[config.mk]
export PLATFORM = sky130hd
export DESIGN_NAME = alu_iterative
export DESIGN_NICKNAME = d
export VERILOG_FILES = /design/src/rtl/alu_iterative.sv
export SDC_FILE = /design/constraint.sdc
export NUM_CORES = 1
export LEC_CHECK = 0
export ABC_CLOCK_PERIOD_IN_PS = 7390
export CAP_MARGIN = 25
export CORE_MARGIN = 5
export CORE_UTILIZATION = 45
export CTS_BUF_LIST = sky130_fd_sc_hd__clkbuf_16
export DETAILED_ROUTE_END_ITERATION = 7
export GPL_TIMING_DRIVEN = 0
export PLACE_DENSITY = 0.69
export SYNTH_ARGS = -nofsm -noshare
export SYNTH_HDL_FRONTEND = slang
export SYNTH_SLANG_ARGS = --single-unit
[constraint.sdc]
create_clock -name clk -period 7.39 [get_ports clk]
set_clock_uncertainty 0.1 [all_clocks]
set_input_delay 1.8475 -clock clk [delete_from_list [all_inputs] [get_ports clk]]
set_output_delay 1.8475 -clock clk [all_outputs]
set_load 0.03 [all_outputs]
[src/rtl/alu_iterative.sv]
// Execute-stage ALU: single-cycle add/sub/logic/compare, one-bit-per-cycle shifts.
// Valid/ready on both sides lets the pipeline stall EX while a shift is in flight.
module alu_iterative #(
    parameter int XLEN = 32
) (
    input  logic            clk,
    input  logic            rst,
    input  logic            in_valid,
    output logic            in_ready,
    input  logic [3:0]      alu_funct,
    input  logic [XLEN-1:0] op_a,
    input  logic [XLEN-1:0] op_b,
    input  logic            flush,
    output logic            out_valid,
    input  logic            out_ready,
    output logic [XLEN-1:0] result,
    output logic            zero
);

    localparam int SHW = $clog2(XLEN);

    // Encoding is {funct7[5], funct3}, the same codes the ALU control decoder emits.
    localparam logic [3:0] ALU_ADD  = 4'b0000;
    localparam logic [3:0] ALU_SLL  = 4'b0001;
    localparam logic [3:0] ALU_SLT  = 4'b0010;
    localparam logic [3:0] ALU_SLTU = 4'b0011;
    localparam logic [3:0] ALU_XOR  = 4'b0100;
    localparam logic [3:0] ALU_SRL  = 4'b0101;
    localparam logic [3:0] ALU_OR   = 4'b0110;
    localparam logic [3:0] ALU_AND  = 4'b0111;
    localparam logic [3:0] ALU_SUB  = 4'b1000;
    localparam logic [3:0] ALU_SRA  = 4'b1101;

    typedef enum logic [1:0] {
        S_IDLE  = 2'd0,
        S_SHIFT = 2'd1,
        S_DONE  = 2'd2
    } state_t;

    state_t          state_q;
    logic            in_ready_q;
    logic            out_valid_q;
    logic [XLEN-1:0] result_q;
    logic            zero_q;
    logic [XLEN-1:0] shift_q;
    logic [SHW-1:0]  cnt_q;
    logic [3:0]      funct_q;

    logic [XLEN-1:0] xor_w;
    logic [XLEN-1:0] or_w;
    logic [XLEN-1:0] and_w;
    logic [XLEN-1:0] sum_w;
    logic [XLEN:0]   diff_w;
    logic            lt_unsigned_w;
    logic            lt_signed_w;
    logic [XLEN-1:0] alu_res_w;
    logic            is_shift_w;
    logic [SHW-1:0]  shamt_w;
    logic [XLEN-1:0] shift_d;
    logic [SHW-1:0]  cnt_d;
    logic            accept_w;

    generate
        for (genvar gi = 0; gi < XLEN; gi++) begin : g_bitwise
            assign xor_w[gi] = op_a[gi] ^ op_b[gi];
            assign or_w[gi]  = op_a[gi] | op_b[gi];
            assign and_w[gi] = op_a[gi] & op_b[gi];
        end
    endgenerate

    // One widened subtractor serves SUB, SLTU (borrow out) and SLT.
    assign sum_w         = op_a + op_b;
    assign diff_w        = {1'b0, op_a} - {1'b0, op_b};
    assign lt_unsigned_w = diff_w[XLEN];
    // Differing signs: A is less exactly when A is negative; otherwise the difference cannot overflow.
    assign lt_signed_w   = (op_a[XLEN-1] != op_b[XLEN-1]) ? op_a[XLEN-1] : diff_w[XLEN-1];

    always_comb begin
        alu_res_w = sum_w;
        case (alu_funct)
            ALU_ADD:  alu_res_w = sum_w;
            ALU_SUB:  alu_res_w = diff_w[XLEN-1:0];
            ALU_SLT:  alu_res_w = {{(XLEN-1){1'b0}}, lt_signed_w};
            ALU_SLTU: alu_res_w = {{(XLEN-1){1'b0}}, lt_unsigned_w};
            ALU_XOR:  alu_res_w = xor_w;
            ALU_OR:   alu_res_w = or_w;
            ALU_AND:  alu_res_w = and_w;
            default:  alu_res_w = sum_w;
        endcase
    end

    assign is_shift_w = (alu_funct == ALU_SLL) || (alu_funct == ALU_SRL) || (alu_funct == ALU_SRA);
    assign shamt_w    = op_b[SHW-1:0];
    assign accept_w   = in_valid && in_ready_q && !flush;

    // Single-position step of the latched shift; SRA replicates the sign bit it was loaded with.
    always_comb begin
        shift_d = {1'b0, shift_q[XLEN-1:1]};
        case (funct_q)
            ALU_SLL: shift_d = {shift_q[XLEN-2:0], 1'b0};
            ALU_SRA: shift_d = {shift_q[XLEN-1], shift_q[XLEN-1:1]};
            default: shift_d = {1'b0, shift_q[XLEN-1:1]};
        endcase
    end

    assign cnt_d = cnt_q - 1'b1;

    always_ff @(posedge clk) begin
        if (rst) begin
            state_q     <= S_IDLE;
            in_ready_q  <= 1'b1;
            out_valid_q <= 1'b0;
            result_q    <= '0;
            zero_q      <= 1'b1;
            shift_q     <= '0;
            cnt_q       <= '0;
            funct_q     <= ALU_ADD;
        end else if (flush) begin
            state_q     <= S_IDLE;
            in_ready_q  <= 1'b1;
            out_valid_q <= 1'b0;
        end else begin
            case (state_q)
                S_IDLE: begin
                    if (accept_w) begin
                        in_ready_q <= 1'b0;
                        funct_q    <= alu_funct;
                        if (is_shift_w) begin
                            shift_q <= op_a;
                            cnt_q   <= shamt_w;
                            if (shamt_w == '0) begin
                                result_q    <= op_a;
                                zero_q      <= (op_a == '0);
                                out_valid_q <= 1'b1;
                                state_q     <= S_DONE;
                            end else begin
                                state_q <= S_SHIFT;
                            end
                        end else begin
                            result_q    <= alu_res_w;
                            zero_q      <= (alu_res_w == '0);
                            out_valid_q <= 1'b1;
                            state_q     <= S_DONE;
                        end
                    end
                end
                S_SHIFT: begin
                    shift_q <= shift_d;
                    cnt_q   <= cnt_d;
                    if (cnt_d == '0) begin
                        result_q    <= shift_d;
                        zero_q      <= (shift_d == '0);
                        out_valid_q <= 1'b1;
                        state_q     <= S_DONE;
                    end
                end
                S_DONE: begin
                    if (out_ready) begin
                        out_valid_q <= 1'b0;
                        in_ready_q  <= 1'b1;
                        state_q     <= S_IDLE;
                    end
                end
                default: begin
                    state_q     <= S_IDLE;
                    in_ready_q  <= 1'b1;
                    out_valid_q <= 1'b0;
                end
            endcase
        end
    end

    assign in_ready  = in_ready_q;
    assign out_valid = out_valid_q;
    assign result    = result_q;
    assign zero      = zero_q;

endmodule

======== Yosys cells after proc, flatten, opt, wreduce, memory -nomap -nowiden ========
Cells that the tools add are included.
storage, ports and cells
  output and inout port bits .............. 35
  bits of input ports ..................... 73
  bits in registers ....................... 78
  word-level logic and storage cells ...... 181
operators by class
  multiplexer cells ....................... 34
  bitwise operators ....................... 98
  equal/unequal tests ..................... 19
  reductions and logical operators ........ 19
  add/sub/neg operators ................... 3
operators by type and width
  operator                                                         count
  32-bit 2-to-1 mux                                                6
  32-bit case mux with 2 select lines                              3
  32-bit case mux with 6 select lines                              1
  32-bit zero test                                                 3
  32-bit by 32-bit subtractor with 33-bit output                   1
  32-bit adder                                                     1
  1-bit bitwise AND                                                32
  1-bit OR                                                         32
  1-bit bitwise XOR                                                32
  4-bit by 3-bit == test with 1-bit output, second input constant  4
  4-bit == test, second input constant                             3
  1-bit 2-to-1 mux                                                 12
  5-bit zero test                                                  2
  2-bit 2-to-1 mux                                                 5
  5-bit 2-to-1 mux                                                 2
  5-bit case mux with 2 select lines                               1
  3-bit AND reduction                                              3
  4-bit by 1-bit == test with 1-bit output, second input constant  2
  4-bit by 2-bit == test with 1-bit output, second input constant  2
  2-bit != test, second input constant                             4
  4-bit AND reduction                                              2
  1-bit case mux with 3 select lines                               2
  2-bit case mux with 3 select lines                               1
  5-bit AND reduction                                              1
  13 further kinds                                                 16

======== Longest topological paths before layout ========
  depth in word-level cells ............... 7
  gate-level depth with buffers ........... 22

======== Worst setup path before layout ========
Ideal clock, no wire load.
  kind .................................... input -> register
  start point ............................. input port op_a[2]
  end point ............................... register zero_q (netlist: zero)
  data arrival time ....................... 5,656 ps
  setup time .............................. 60 ps
  stages .................................. 22
  path buffers ............................ 1
  required time ........................... 7,230 ps
  slack ................................... 1,574 ps
  cell sequence ........................... inv_1 > ha_1 > buf_4 > nor3_2 > o311ai_2 > a31oi_1 > a2111oi_4 > o21a_1 > o31ai_1 > a21oi_1 > o21bai_1 > a21oi_1 > o21ai_0 > fa_1 > o22ai_1 > a22oi_1 > o2111ai_1 > a31o_2 > nor4_1 > nand4_1 > nor4b_2 > a311o_1
between the ends
  longest elaborated chain between the ends .. 7
  elaborated cells between the ends (all ways) .. 13
  classes of those cells .................. 2 x add/sub; 6 x mux; 3 x bitwise; 2 x reduce/logical
ends and longest elaborated chain
  element                                         RTL line  RTL
  from (decl)                                     11        input logic [XLEN-1:0] op_a,
  32-bit by 32-bit subtractor with 33-bit output  73        assign diff_w = {1'b0, op_a} - {1'b0, op_b};
  1-bit 2-to-1 mux                                76        assign lt_signed_w = (op_a[XLEN-1] != op_b[XLEN-1]) ? op_a[XLEN-1] : diff_w[XLEN-1];
  32-bit case mux with 6 select lines             80        case (alu_funct)
  32-bit zero test                                141       zero_q <= (alu_res_w == '0);
  1-bit 2-to-1 mux *                              128       if (is_shift_w) begin
  1-bit 2-to-1 mux *                              125       if (accept_w) begin
  1-bit case mux with 2 select lines *            123       case (state_q)
  to (signal assigned)                            133       zero_q <= (op_a == '0);
  to (signal assigned)                            141
  to (signal assigned)                            152       zero_q <= (shift_d == '0);
  to (decl)                                       44        logic zero_q;
Mark *: on every way between the ends. The rest lies on a longest branch, timed or not. The select of a mux whose other input is x is not followed.
A chain may end at the register's enable or synchronous reset.

======== Final worst setup path ========
  start point ............................. input port op_a[8]
  end point ............................... register result_q[0] (netlist: result[0])
between the ends
  longest elaborated chain between the ends .. 6
ends and longest elaborated chain
  element                                           RTL line  RTL
  32-bit by 32-bit subtractor with 33-bit output *  73
  1-bit 2-to-1 mux                                  76
  32-bit case mux with 6 select lines *             80
  32-bit 2-to-1 mux *                               128
  32-bit 2-to-1 mux *                               125
  32-bit case mux with 2 select lines *             123
  to (signal assigned)                              132       result_q <= op_a;
  to (signal assigned)                              140       result_q <= alu_res_w;
  to (signal assigned)                              151       result_q <= shift_d;
  to (decl)                                         43        logic [XLEN-1:0] result_q;
Marked as above.

==> flow_summary.json <==
{
  "status": "complete, no violations",
  "path_clk_slew_ns": 0.06,
  "syn_nets": 1617,
  "ys.warnings.count": 0,
  "grt_max_degree": 14,
  "wirelength_mm": 43.3,
  "gp_congestion": 1.03,
  "fin_util_pct": 53.5,
  "maxCapViolCount": 0,
  "clockRootBuffer": "clkbuf_16",
  "antenna_found_initial": 0,
  "overflow": 0,
  "drive_gt1_share_pct": 3.89,
  "area_delta_synth_final_pct": 18.2,
  "post-route-period-util_pct": 96.1,
  "arrival_ns": 7.28,
  "crit_type": "in2reg",
  "postSynth.asyncResetShare_pct": 0,
  "fin_crit_ns": 7.10,
  "pre_cts_ws_ns": -0.323,
  "leakage_uw": 0.00452,
  "first_iter_violations": 1614,
  "p_total_uw": 1700,
  "use_met1_pct": 47.5,
  "die_x_um": 158,
  "seq_area_frac_synth_pct": 15.9,
  "grt-busiest-layer": "met2",
  "num_rows": 54,
  "die-area_mm2": 0.0249,
  "ant_nets": 0,
  "numCtsBuffers": 9,
  "grt_use_met3_pct": 7.05,
  "vias": 12100,
  "grt_setup_unrepaired": "no",
  "routed_via_density": 6.55,
  "postCtsHoldBufs": 0,
  "worst_setup_path_end_kind": "flip-flop",
  "setup_viol_count_final": 0,
  "core_area_mm2": 0.0217,
  "start_util_pct": 45.3,
  "hold_viol_final": 0,
  "die_y_um": 158,
  "final_common_cell": "a21oi_1",
  "ys_seq_elements": 78,
  "synth_cell_types": 84,
  "final_max_slew_viol_count": 0,
  "synth_edf_count": 0,
  "setup_ws_ns": 0.289,
  "fmax_ghz": 0.141,
  "synth_area_mm2": 0.00982,
  "insertion_delay_ns": 0.34,
  "synthCells": 1442,
  "critical_path_peak_fanout": 10,
  "hold_ws_ns": 0.354,
  "num_io_pins": 108,
  "holdCritPathClass": "reg2reg",
  "worst_pin_slew_ns": 0.956,
  "placed_area_mm2": 0.0113,
  "cp.required_ns": 7.57,
  "firstDrtPassIters": 6,
  "cp-start-kind": "input pin",
  "layout_common_cells": "a21oi_1 (194), nor2_1 (168), nand2_1 (133)",
  "cts_sinks": 78,
  "portBuffers": 107,
  "cts_tree": "built",
  "final_area_mm2": 0.0116,
  "htreeDepth": 3,
  "max_slew_margin_pct": 36.3,
  "peakVddDrop_uv": 95.0,
  "ys.flop_type": "dfxtp_1",
  "met2_usage_pct": 50.4,
  "place_hpwl_mm": 33.6,
  "globalRouteTotalUtil_pct": 34.0,
  "grt_pass1_vias": 11200,
  "drc": 0,
  "syn_area_per_cell_um2": 6.81,
  "fin_nets": 1739,
  "wl_per_cell_um": 23.4,
  "clockBufferDepth": 2,
  "power_density_mw_per_mm2": 147,
  "antennaDiodeCount": 0,
  "grt_pass1_wl_mm": 65.9
}
routing by layer:
layer  vias to the layer above  routed length (um)
met4                         0                2560
met5                         -                   0
met3                       169                5090
met1                      5577               17900
met2                       859               17800
li1                       5496                   -
cell type report:
type / instances / area, um^2
sequential: 78 / 1560
clock inverter: 6 / 86.3
tap: 280 / 350
clock buffer: 9 / 225
inverter: 99 / 372
fill: 2180 / 10100
buffer: 104 / 417
timing repair buffer: 111 / 1100
multi-input combinational: 1161 / 7500
Yosys cell counts (all sizes together) (5+ instances only):
cell	instances	area (um^2)
clkbuf	83	312
nand2	133	499
nor3b	5	37.5
a22oi	5	37.5
a211oi	26	195
a21oi	194	971
a2111oi	6	90.1
nor3	38	206
nor2	169	637
nand3	30	150
o22ai	5	31.3
a21boi	9	67.6
nor4	25	156
and3	9	56.3
and2	8	50.1
o2111ai	5	43.8
a211o	6	52.6
nor2b	9	56.3
nand2b	14	87.6
dfxtp	78	1560
o21bai	10	75.1
o21ai	76	380
nor4b	5	50.0
a221oi	9	78.8
buf	21	105
a31oi	21	138
nand4	23	144
a21o	18	135
inv	98	368
o31ai	21	158
o21a	9	67.6
o211ai	51	383
o31a	8	70.1
mux2i	44	440
ha	99	1240
kinds of logic (layout without fill, tap and decap cells):
group                    count (synthesis)  in the layout  synth area share, %
AO/OA/AOI/OAI                          526            526                 34.9
XOR/XNOR                                 6              6                0.535
multiplexers                            47             47                 4.83
AND/OR/NAND/NOR                        480            480                 22.6
buffers and inverters                  203            329                 8.03
adder cells (fa/ha/maj)                102            102                 13.2
flip-flops                              78             78                 15.9
registers in the layout (all words and copies together) (netlist names):
register   cells
result        32
shift_q       32
cnt_q          5
funct_q        4
state_q        2
in_ready       1
out_valid      1
zero           1
critical path: stages:
cell and delay, ns:
clkdlybuf4s50_1 0.68, inv_1 0.08, ha_1 0.28, buf_2 0.22
nor2b_1 0.10, o21ai_0 0.43, a21boi_1 0.20, a2111oi_4 0.58
o21a_1 0.38, o31ai_4 0.12, a21oi_1 0.17, o21bai_1 0.07
a21oi_1 0.24, o21ai_0 0.14, fa_1 0.38, o22ai_1 0.18
a22oi_1 0.10, o2111ai_1 0.14, a31o_2 0.18, mux2i_1 0.10
o21ai_0 0.38, o21ai_0 0.16, nor2_1 0.10
final timing paths:
path         startpoint        end  slack [ns]  cells after the start
min           out_valid  out_valid        0.35                      2
max             op_a[8]  result[0]        0.29                     23
max reg2reg  funct_q[1]       zero        3.57                      9
min reg2reg   out_valid  out_valid        0.35                      2
repair_timing:
item / CTS / global route
resized for setup: 0 / 5
setup endpoints to repair: 0 / 3
setup buffers: 0 / 0
power breakdown:
group          leakage [uW]  internal [uW]  switching, uW  total [uW]
logic               0.00373            272            497         769
registers          0.000634            440           13.4         453
clock network      0.000153            294            185         479
through the flow:
stage | setup TNS, ns | std cells
floorplan | 0 | 1442
global placement | -0.355 | 1829
detailed placement | -0.342 | 1832
CTS | 0 | 1847
global route | 0 | 1848
finish | 0 | 1848
No activity file was read; power rests on OpenSTA's default activity.
